### src/rtl/slow_domain_capture_pkg.sv
// ---------------------------------------------------------------------------
// slow_domain_capture_pkg
// Shared definitions for the slow-domain capture path.
//   DATA_W_DEF : default data width of captured words
//   clog2()    : ceiling log2, used to size FIFO pointers and the occupancy count
// ---------------------------------------------------------------------------
package slow_domain_capture_pkg;

    localparam int DATA_W_DEF = 32;

    // Smallest r such that (1 << r) >= value; returns 0 for value <= 1.
    function automatic int clog2(input int value);
        int r;
        r = 0;
        for (int i = 0; i < 31; i++) begin
            if ((1 << i) < value) begin
                r = i + 1;
            end
        end
        return r;
    endfunction

endpackage

### src/rtl/slow_domain_capture_sync_fifo.sv
// ---------------------------------------------------------------------------
// sync_fifo
// Single-clock first-word-fall-through FIFO. The head word is always visible
// on rd_data_o; empty_o and count_o come straight from registers.
// Ports:
//   clk        in   clock
//   rst        in   synchronous reset, active-low (clears pointers and count)
//   push_i     in   write wr_data_i at the tail (caller guarantees room or pop)
//   pop_i      in   drop the head word (caller guarantees not empty)
//   wr_data_i  in   DATA_W word to write
//   rd_data_o  out  head-of-FIFO word (don't-care while empty)
//   count_o    out  occupancy, clog2(DEPTH)+1 bits
//   empty_o    out  count == 0
// ---------------------------------------------------------------------------
module sync_fifo
    import slow_domain_capture_pkg::*;
#(
    parameter int DATA_W = DATA_W_DEF,
    parameter int DEPTH  = 2
) (
    input  logic                      clk,
    input  logic                      rst,
    input  logic                      push_i,
    input  logic                      pop_i,
    input  logic [DATA_W-1:0]         wr_data_i,
    output logic [DATA_W-1:0]         rd_data_o,
    output logic [clog2(DEPTH):0]     count_o,
    output logic                      empty_o
);

    localparam int PTR_W = (clog2(DEPTH) < 1) ? 1 : clog2(DEPTH);
    localparam int CNT_W = clog2(DEPTH) + 1;

    logic [DATA_W-1:0] mem_q [DEPTH];
    logic [PTR_W-1:0]  wr_ptr_q, wr_ptr_d;
    logic [PTR_W-1:0]  rd_ptr_q, rd_ptr_d;
    logic [CNT_W-1:0]  count_q, count_d;

    // DEPTH is a power of two, so natural pointer wrap is modulo DEPTH.
    always_comb begin
        wr_ptr_d = wr_ptr_q;
        rd_ptr_d = rd_ptr_q;
        count_d  = count_q;
        if (push_i) begin
            wr_ptr_d = wr_ptr_q + PTR_W'(1);
        end
        if (pop_i) begin
            rd_ptr_d = rd_ptr_q + PTR_W'(1);
        end
        if (push_i && !pop_i) begin
            count_d = count_q + CNT_W'(1);
        end else if (pop_i && !push_i) begin
            count_d = count_q - CNT_W'(1);
        end
    end

    always_ff @(posedge clk) begin
        if (!rst) begin
            wr_ptr_q <= '0;
            rd_ptr_q <= '0;
            count_q  <= '0;
        end else begin
            wr_ptr_q <= wr_ptr_d;
            rd_ptr_q <= rd_ptr_d;
            count_q  <= count_d;
        end
    end

    // Storage is intentionally not reset; when full with a simultaneous pop the
    // write lands in the slot being read, which is safe because the read is
    // taken from the pre-edge contents.
    always_ff @(posedge clk) begin
        if (push_i) begin
            mem_q[wr_ptr_q] <= wr_data_i;
        end
    end

    assign rd_data_o = mem_q[rd_ptr_q];
    assign count_o   = count_q;
    assign empty_o   = (count_q == '0);

endmodule

### src/rtl/slow_domain_capture.sv
// ---------------------------------------------------------------------------
// slow_domain_capture
// Fast-clock receiver for words produced in the divided-clock (sclk) domain.
// sclk comes from a clk-domain flop, so it is sampled directly without a
// synchroniser. Each sclk rising edge seen in the clk domain with s_valid high
// captures s_data into a small FIFO, presented downstream as valid/ready.
// Ports:
//   clk           in   system clock
//   rst           in   synchronous reset, active-low
//   sclk          in   divided clock (toggles on clk edges)
//   s_data        in   slow-domain data, stable while sclk is high
//   s_valid       in   qualifier for s_data
//   m_data        out  head-of-FIFO word
//   m_valid       out  FIFO not empty
//   m_ready       in   consumer accepts m_data
//   full          out  FIFO holds DEPTH words
//   overflow_cnt  out  saturating count of captures dropped while full
// ---------------------------------------------------------------------------
module slow_domain_capture
    import slow_domain_capture_pkg::*;
#(
    parameter int DATA_W = DATA_W_DEF,
    parameter int DEPTH  = 2,
    parameter int OVF_W  = 8
) (
    input  logic              clk,
    input  logic              rst,
    input  logic              sclk,
    input  logic [DATA_W-1:0] s_data,
    input  logic              s_valid,
    output logic [DATA_W-1:0] m_data,
    output logic              m_valid,
    input  logic              m_ready,
    output logic              full,
    output logic [OVF_W-1:0]  overflow_cnt
);

    localparam int CNT_W = clog2(DEPTH) + 1;

    function automatic logic [OVF_W-1:0] sat_inc(input logic [OVF_W-1:0] v);
        return (&v) ? v : v + OVF_W'(1);
    endfunction

    logic              sclk_q;
    logic              strobe;
    logic              cap_req;
    logic              push;
    logic              pop;
    logic              drop;
    logic              fifo_empty;
    logic [CNT_W-1:0]  fifo_count;
    logic [OVF_W-1:0]  ovf_q, ovf_d;

    // sclk_q resets high so an sclk that is already high at release does not
    // look like a fresh rising edge.
    assign strobe  = sclk & ~sclk_q;
    assign cap_req = strobe & s_valid;

    assign m_valid = ~fifo_empty;
    assign full    = (fifo_count == CNT_W'(DEPTH));
    assign pop     = m_valid & m_ready;

    // A pop in the same cycle frees the head slot, so a full FIFO still accepts.
    assign push    = cap_req & (~full | pop);
    assign drop    = cap_req & full & ~pop;

    always_comb begin
        ovf_d = ovf_q;
        if (drop) begin
            ovf_d = sat_inc(ovf_q);
        end
    end

    always_ff @(posedge clk) begin
        if (!rst) begin
            sclk_q <= 1'b1;
            ovf_q  <= '0;
        end else begin
            sclk_q <= sclk;
            ovf_q  <= ovf_d;
        end
    end

    assign overflow_cnt = ovf_q;

    sync_fifo #(
        .DATA_W (DATA_W),
        .DEPTH  (DEPTH)
    ) u_fifo (
        .clk       (clk),
        .rst       (rst),
        .push_i    (push),
        .pop_i     (pop),
        .wr_data_i (s_data),
        .rd_data_o (m_data),
        .count_o   (fifo_count),
        .empty_o   (fifo_empty)
    );

endmodule

### config.mk
export PLATFORM = sky130hd
export DESIGN_NAME = slow_domain_capture
export DESIGN_NICKNAME = d
export VERILOG_FILES = /design/src/rtl/slow_domain_capture_pkg.sv /design/src/rtl/slow_domain_capture_sync_fifo.sv /design/src/rtl/slow_domain_capture.sv
export SDC_FILE = /design/constraint.sdc
export NUM_CORES = 1
export LEC_CHECK = 0
export ABC_AREA = 1
export CAP_MARGIN = 20
export CELL_PAD_IN_SITES_DETAIL_PLACEMENT = 1
export CELL_PAD_IN_SITES_GLOBAL_PLACEMENT = 1
export CORE_MARGIN = 1.5
export CORE_UTILIZATION = 30
export CTS_CLUSTER_DIAMETER = 40
export DETAILED_ROUTE_END_ITERATION = 16
export GPL_ROUTABILITY_DRIVEN = 0
export PLACE_DENSITY_LB_ADDON = 0.1
export SYNTH_ARGS = -nofsm -noshare
export SYNTH_HDL_FRONTEND = slang
export SYNTH_SLANG_ARGS = --single-unit
### constraint.sdc
create_clock -name clk -period 3.4 [get_ports clk]
set_input_delay 0.68 -clock clk [delete_from_list [all_inputs] [get_ports clk]]
set_output_delay 0.68 -clock clk [all_outputs]
set_load 0.01 [all_outputs]
== After elaboration in Yosys (flattened, before gate mapping) ==
Memories as Yosys holds them, arrays and structs flattened. A register that Yosys moved wholly into a read port is not among the register bits.
Index checks and enable logic that the tools add are counted.
Operators by class
  add/sub/neg operators: 5
  reductions and logical operators: 8
  equality and inequality tests: 1
  bitwise operators: 12
  mux-type cells: 6
Operators by type and width (number)
  $add A8 B1 Y8 const B: 1
  $reduce_and A8 Y1: 1
  $and A1 B1 Y1: 6
  $not A1 Y1: 5
  $mux W1: 4
  $mux W2: 2
  $add A1 B1 Y1 const B: 2
  $add A2 B1 Y2 const B: 1
  $eq A2 B2 Y1 const B: 1
  $logic_and A1 B1 Y1: 2
  $logic_not A1 Y1: 2
  $logic_not A2 Y1: 1
  $reduce_and A2 Y1: 1
  $reduce_bool A2 Y1: 1
  $sub A2 B1 Y2 const B: 1
  $or A1 B1 Y1: 1
Storage, ports and cells
  memories kept: 1
  output and inout port bits: 42
  input port bits: 37
  bits in writable memories: 64
  flip-flop bits (word level): 13
Memories
  u_fifo.mem_q: depth 2, width 32, read ports 1, clocked after memory_dff 1, write ports 1, RTL line slow_domain_capture_sync_fifo.sv:34  | logic [DATA_W-1:0] mem_q [DEPTH];

== Longest topological paths before layout ==
Gate-level depths: netlist (run 1).
  depth after elaboration: 9
  depth in mapped cells: 11
  depth with buffers taken out: 11

== Hierarchy ==
From an unflattened synthesis (run 1), not the netlist that was laid out.
Second synthesis, totals
  cell total of the unflattened synthesis: 214
  area, all modules: 3245.6 um2
By module, submodules not included
  sync_fifo: instances 1, area each 2690.1 um2, cells each 134
  slow_domain_capture: instances 1, area each 555.5 um2, cells each 80

== Worst setup path after synthesis (run 1) ==
OpenSTA, ideal clock, no wires.
  path kind: input -> register
  from: in s_valid
  to: mem u_fifo.mem_q[1][0] (netlist bit), enable pin
  cell stages on the path: 4
  data arrival time: 2340 ps
  slack: 637 ps
  path buffers: 0
  cell sequence: nand3_1 -> inv_1 -> nand2_1 -> nor2_1
Between the ends
  word-level cells in the longest chain between the ends: 4
Ends and longest elaborated chain
  start: declaration: RTL line slow_domain_capture.sv:30  | input logic s_valid,
  $and A1 B1 Y1: RTL line slow_domain_capture.sv:57  | assign cap_req = strobe & s_valid;
  $and A1 B1 Y1: RTL line slow_domain_capture.sv:64  | assign push = cap_req & (~full | pop);
  $mux W1: RTL line slow_domain_capture_sync_fifo.sv:73  | if (push_i) begin
  $mux W1 (not written as such): RTL line slow_domain_capture_sync_fifo.sv:74  | mem_q[wr_ptr_q] <= wr_data_i;
  end: declaration: RTL line slow_domain_capture_sync_fifo.sv:34
Every way passes these cells.

==> run_results.csv, run 1 <==
group,metric,value,unit
route,via_per_inst,4.288,
setup_path,rrSetupSlack,1700,ps
logic_synthesis,yosysSeqAreaShare,0.7240,
setup_path,reg2regPathDepth,5,
clocking,cts_hold_buf,0,
global_routing,grt_overflow,0,
route,finalWirelength,6606,µm
die,rows,36,
sta,setup_total_negative_slack,0,ps
setup_path,cp_slowest_cell,"clkdlybuf4s50_1",
sta,finalHoldViolations,0,
clocking,post_cts_buffers,0,
clocking,cts_sinks,78,
placement,post-dp-hpwl,4683,µm
sta,tightestPinTransition,449.4,ps
route,drc,0,
clocking,cts_buffer_depth,2,
clocking,cts_resized,0,
sta,grt_setup_unrepaired,"no",
placement,dp.cells,419,
setup_path,crit_chain,"buf_4, mux2_2, clkdlybuf4s50_1",
logic_synthesis,synth.distinct_cells,23,
power_and_ir_drop,p_leak,1.493,nW
power_and_ir_drop,ir_drop,0.2200,mV
clocking,path_clk_slew,70,ps
setup_path,path_delay_family,"buffers and inverters",
power_and_ir_drop,combPwrFrac,0.134,
global_routing,use_met3,0.02706,
global_routing,grt_usage,0.1312,
route,final_antenna_net_count,0,
route,wl_per_cell,15.22,µm
placement,port_buffers,78,
setup_path,crit_type,"flip-flop to output pin",
sta,slew_headroom,0.6997,
clocking,cts_buffers,9,
logic_synthesis,syn_area_per_cell,14.62,µm²
die,ios,79,
logic_synthesis,synth_seq_cells,78,
die,die_area,10750,µm²
global_routing,grt_pass1_wl,10780,µm
final_layout,antenna_cells,0,
logic_synthesis,synthCells,208,
die,start_util,0.3098,
clocking,cts_tree,"yes",
final_layout,final_common_cell,"clkdlybuf4s50_1",
power_and_ir_drop,p_int,1.703,mW
die,die_w,103.7,µm
final_layout,areaGrowthSynthToFinish,39.74,%
logic_synthesis,ys_warn_count,0,
die,core,9819,µm²
final_layout,layout-drive-gt1-share,0.1960,
route,drt_iter0_drc,46,
setup_path,reg2reg_from,"u_fifo.count_o[0]",
clocking,htreeDepth,3,
hold_path,holdCritStartpoint,"u_fifo.rd_ptr_q",
setup_path,crit_fanout,32,
global_routing,grt_pass1_vias,2019,
run,max_cap_violations,0,
final_layout,fillers,1043,
power_and_ir_drop,p_switching,0.4539,mW
sta,timing.final.max_slew_violations,0,
final_layout,finalNetCount,336,
route,dr.pass1.iters,4,
logic_synthesis,syn-num-nets,247,
global_routing,gr-usage-met2,0.2314,
power_and_ir_drop,power_frac_clock,0.376,
setup_path,endpoint_kind,"output pin",
final_layout,final_area,4250,µm²
setup_path,slowest_delay,480,ps
power_and_ir_drop,swShare,0.2105,
clocking,root_buffer,"clkbuf_8",
global_routing,top_usage_layer,"met2",
hold_path,worstHoldPathCells,2,
sta,final-setup-viol-count,0,
sta,max_freq,383.5,MHz
sta,fin_skew,6.725,ps
setup_path,arrival,1930,ps
setup_path,critPathLaunchType,"flip-flop",
setup_path,path_buf_inv,2,
final_layout,multi_input_area,772.0,µm²
power_and_ir_drop,pwr_density_cell,507.5,nW/µm²
power_and_ir_drop,seqPwrFrac,0.490,
final_layout,instances_no_fill,434,
global_routing,grt_max_degree,33,
logic_synthesis,syn-cell-area,3042,µm²
global_routing,grtUsageMet1,0.1533,
hold_path,min_path_type,"flip-flop to flip-flop",
global_routing,antenna_found_initial,0,
sta,period_share,0.7670,
setup_path,required,2720,ps
final_layout,seq_area,2202,µm²
clocking,clock_latency,340,ps
die,die_y,103.7,µm
placement,dpl_cell_area,4015,µm²
status,status,"finished clean",
route,vias,1861,
setup_path,worst_r2r_endpoint,"u_fifo.mem_q[0][14]",
sta,min_period,2608,ps
final_layout,mostFrequentLayoutCells,"clkdlybuf4s50_1 (78), edfxtp_1 (64), mux2_2 (30)",
==> state kept, by name, indices dropped and copies added, names as in the netlist, named ones only <==
| name | cells |
|---|---|
| sclk_q | 1 |
| u_fifo.wr_ptr_q | 1 |
| u_fifo.mem_q | 64 |
| u_fifo.count_o | 2 |
| u_fifo.rd_ptr_q | 1 |
| overflow_cnt | 8 |
==> logic make-up (layout without fill, tap and decap cells) <==
| family | count (synthesis) | after routing | synth area share |
|---|---|---|---|
| multiplexers | 32 | 32 | 0.1185 |
| XOR/XNOR | 2 | 2 | 0.005760 |
| AO/OA/AOI/OAI | 12 | 12 | 0.01975 |
| adder cells (fa/ha/maj) | 2 | 2 | 0.008226 |
| flip-flops | 78 | 78 | 0.7240 |
| AND/OR/NAND/NOR | 62 | 62 | 0.09666 |
| buffers and inverters | 20 | 113 | 0.02715 |
==> power by group through the flow <==
stage          clock, mW  sequential [mW]  combinational, mW
3_3_place_gp           0             1.08              0.293
3_5_place_dp           0             1.08              0.294
6_report           0.811             1.06              0.289
2_1_floorplan          0             1.08              0.133
5_1_grt            0.876             1.06              0.310
4_1_cts            0.837             1.06              0.296
==> metrics by stage <==
| stage | power (mW) | hold WS, ps | worst slack, ps | utilization |
|---|---|---|---|---|
| floorplan | 1.211 | 472.5 | 637.5 | - |
| global placement | 1.372 | 493.1 | 865.2 | 0.4089 |
| detailed placement | 1.373 | 506.2 | 841.1 | 0.4089 |
| CTS | 2.191 | 527.8 | 732.1 | 0.4328 |
| global route | 2.245 | 559.5 | 669.6 | 0.4328 |
| finish | 2.157 | 524.4 | 792.2 | 0.4328 |
==> synthesized netlist by cell type, drive strengths merged <==
master | n | share of area
or2 | 1 | 0.0021
edfxtp | 64 | 0.63
xor2 | 2 | 0.0058
buf | 4 | 0.0074
o21ai | 4 | 0.0066
ha | 2 | 0.0082
nand2 | 29 | 0.042
nand3b | 2 | 0.0049
nand3 | 10 | 0.016
inv | 15 | 0.019
dfxtp | 14 | 0.092
a21oi | 8 | 0.013
nand4 | 2 | 0.0041
nor2 | 17 | 0.026
mux2 | 32 | 0.12
clkbuf | 1 | 0.0012
nor3 | 1 | 0.0016
==> worst min-delay path, delay by kind of cell (launching register included) <==
family | cells | cell delay, ps
flops | 1 | 340
xor+xnor | 1 | 80
simple gates | 1 | 70
==> metal layers <==
metal	vias up	part of all wire	wire, µm
li1	916	-	-
met1	894	0.43	2840
met2	42	0.52	3428
met3	9	0.035	233
met4	0	0.015	102
met5	-	0	0
==> final cells by class <==
type / instances / share of cell area
Tap cell: 133 / 0.03915
Multi-Input combinational cell: 110 / 0.1816
Sequential cell: 78 / 0.5181
Clock inverter: 6 / 0.02620
Clock buffer: 9 / 0.02914
Inverter: 15 / 0.01325
Timing Repair Buffer: 83 / 0.1925
==> worst max-delay path by stage <==
stage          cells after the start             endpoint  slack (ps)
2_1_floorplan                      4   u_fifo.mem_q[1][0]         640
3_3_place_gp                       6  u_fifo.mem_q[0][27]         870
3_5_place_dp                       6  u_fifo.mem_q[0][12]         840
4_1_cts                            3           m_data[11]         730
5_1_grt                            3           m_data[11]         670
6_report                           3            m_data[6]         790
No activity file was read; power rests on OpenSTA's default activity.
==> run 2: changes to the inputs <==
==> constraint.sdc (replaced) <==
create_clock -name clk -period 2.55 [get_ports clk]
set_input_delay 0.51 -clock clk [delete_from_list [all_inputs] [get_ports clk]]
set_output_delay 0.51 -clock clk [all_outputs]
set_load 0.01 [all_outputs]
==> run 2 against run 1 <==
  * Power up 18%
  * Cell count down 0.23%
  * Register-to-register slack worse by 790 ps
  * First-iteration DRC count down 35%
  * Combinational power up 35%
  * Final area down 1.2%
  * Critical path depth unchanged
  * Critical path type unchanged
==> run_results.csv, run 2 (synthesized netlist as in run 1, its figures left out) <==
group,metric,value,unit
sta,max_freq,435.2,MHz
sta,period_share,0.9012,
setup_path,crit_fanout,32,
setup_path,reg2regPathDepth,10,
route,via_per_inst,4.344,
power_and_ir_drop,total_power,2.552,mW
sta,setup_slack,252.1,ps
sta,tightestPinTransition,296.3,ps
final_layout,antenna_cells,0,
sta,slew_headroom,0.8020,
route,wl_per_cell,14.48,µm
route,dr.pass1.iters,4,
global_routing,grt_pass1_vias,1995,
clocking,cts_hold_buf,0,
hold_path,worstHoldPathCells,2,
sta,setup_total_negative_slack,0,ps
final_layout,final_common_cell,"clkdlybuf4s50_1",
die,start_util,0.3098,
run,max_cap_violations,0,
sta,min_period,2298,ps
sta,whs,512.5,ps
global_routing,grt_usage,0.1248,
die,die_area,10750,µm²
setup_path,cp_slowest_cell,"clkdlybuf4s50_1",
clocking,htreeDepth,3,
setup_path,critPathLaunchType,"flip-flop",
status,status,"finished clean",
power_and_ir_drop,ir_drop,0.1989,mV
die,die_w,103.7,µm
power_and_ir_drop,pwr_density_cell,607.7,nW/µm²
route,drc,0,
setup_path,required,2040,ps
clocking,clock_latency,340,ps
hold_path,min_path_type,"flip-flop to flip-flop",
die,rows,36,
route,top_layer_used,"met4",
setup_path,crit_chain,"buf_12, mux2_2, clkdlybuf4s50_1",
clocking,post_cts_buffers,0,
route,vias,1881,
placement,post-dp-hpwl,4241,µm
clocking,cts_buffer_depth,2,
global_routing,grt_max_degree,33,
placement,port_buffers,78,
final_layout,mostFrequentLayoutCells,"clkdlybuf4s50_1 (78), edfxtp_1 (64), mux2_2 (30)",
setup_path,endpoint_kind,"output pin",
clocking,cts_resized,0,
power_and_ir_drop,p_leak,1.461,nW
clocking,path_clk_slew,70,ps
route,drt_iter0_drc,30,
route,route.met3.wl,282,µm
clocking,cts_buffers,9,
placement,dp_slack,304.3,ps
clocking,cts_sinks,78,
route,final_antenna_net_count,0,
sta,grt_setup_unrepaired,"no",
global_routing,grt_overflow,0,
final_layout,finalNetCount,335,
clocking,cts_tree,"yes",
clocking,root_buffer,"clkbuf_8",
final_layout,largest_reg_flops,64,
sta,finalHoldViolations,0,
global_routing,grt_pass1_wl,10250,µm
final_layout,layout-drive-gt1-share,0.1867,
setup_path,crit_type,"flip-flop to output pin",
sta,timing.final.max_slew_violations,0,
sta,fin_skew,7.253,ps
setup_path,arrival,1790,ps
route,drt-met1-wl,2710,µm
final_layout,largest_register,"u_fifo.mem_q",
final_layout,areaGrowthSynthToFinish,38.05,%
global_routing,antenna_found_initial,0,
setup_path,slowest_delay,500,ps
sta,final-setup-viol-count,0,
die,core,9819,µm²
route,finalWirelength,6269,µm
die,die_y,103.7,µm
die,ios,79,
route,met2_length,3178,µm
-- run 2: final cells by class --
cell class / instances / area (µm²)
clock buffers: 9 / 123.9
clock inverters: 6 / 30.03
fillers: 1071 / 5620
inverters: 15 / 56.30
multi-input cells: 110 / 772.0
flip-flops and latches: 78 / 2202
well taps: 133 / 166.4
repair buffers: 82 / 848.3
-- run 2: path summary, 6_finish.rpt --
path | from | endpoint | slack [ps]
max | flip-flop | m_data[14] | 250
min | u_fifo.rd_ptr_q | u_fifo.rd_ptr_q | 510
max reg2reg | u_fifo.count_o[0] | u_fifo.count_o[1] | 910
min reg2reg | u_fifo.rd_ptr_q | u_fifo.rd_ptr_q | 510
-- run 2: where the power goes --
part           internal [mW]  total, mW  switching [mW]  leakage [nW]
clock                  0.336      0.751           0.416        0.0797
sequential              1.40       1.41         0.00991         0.692
combinational          0.233      0.390           0.157         0.689
total                   1.97       2.55           0.582          1.46
-- run 2: per-stage QoR --
step | std cells | utilization | area, µm²
2_1_floorplan | 208 | - | 3047
3_3_place_gp | 418 | 0.4120 | 4045
3_5_place_dp | 418 | 0.4120 | 4045
4_1_cts | 433 | 0.4276 | 4199
5_1_grt | 433 | 0.4276 | 4199
6_report | 433 | 0.4276 | 4199
-- run 2: per-layer routing --
metal	global-route usage	vias up
met5	0	-
met2	0.2100	44
met1	0.1433	917
met3	0.03776	9
li1	-	911
met4	0.06548	0
-- run 2: critical path, delay by kind of cell (launching register included) --
kind	cells	cell delay [ps]
buffers and inverters	2	720
muxes	1	360
DFF	1	360
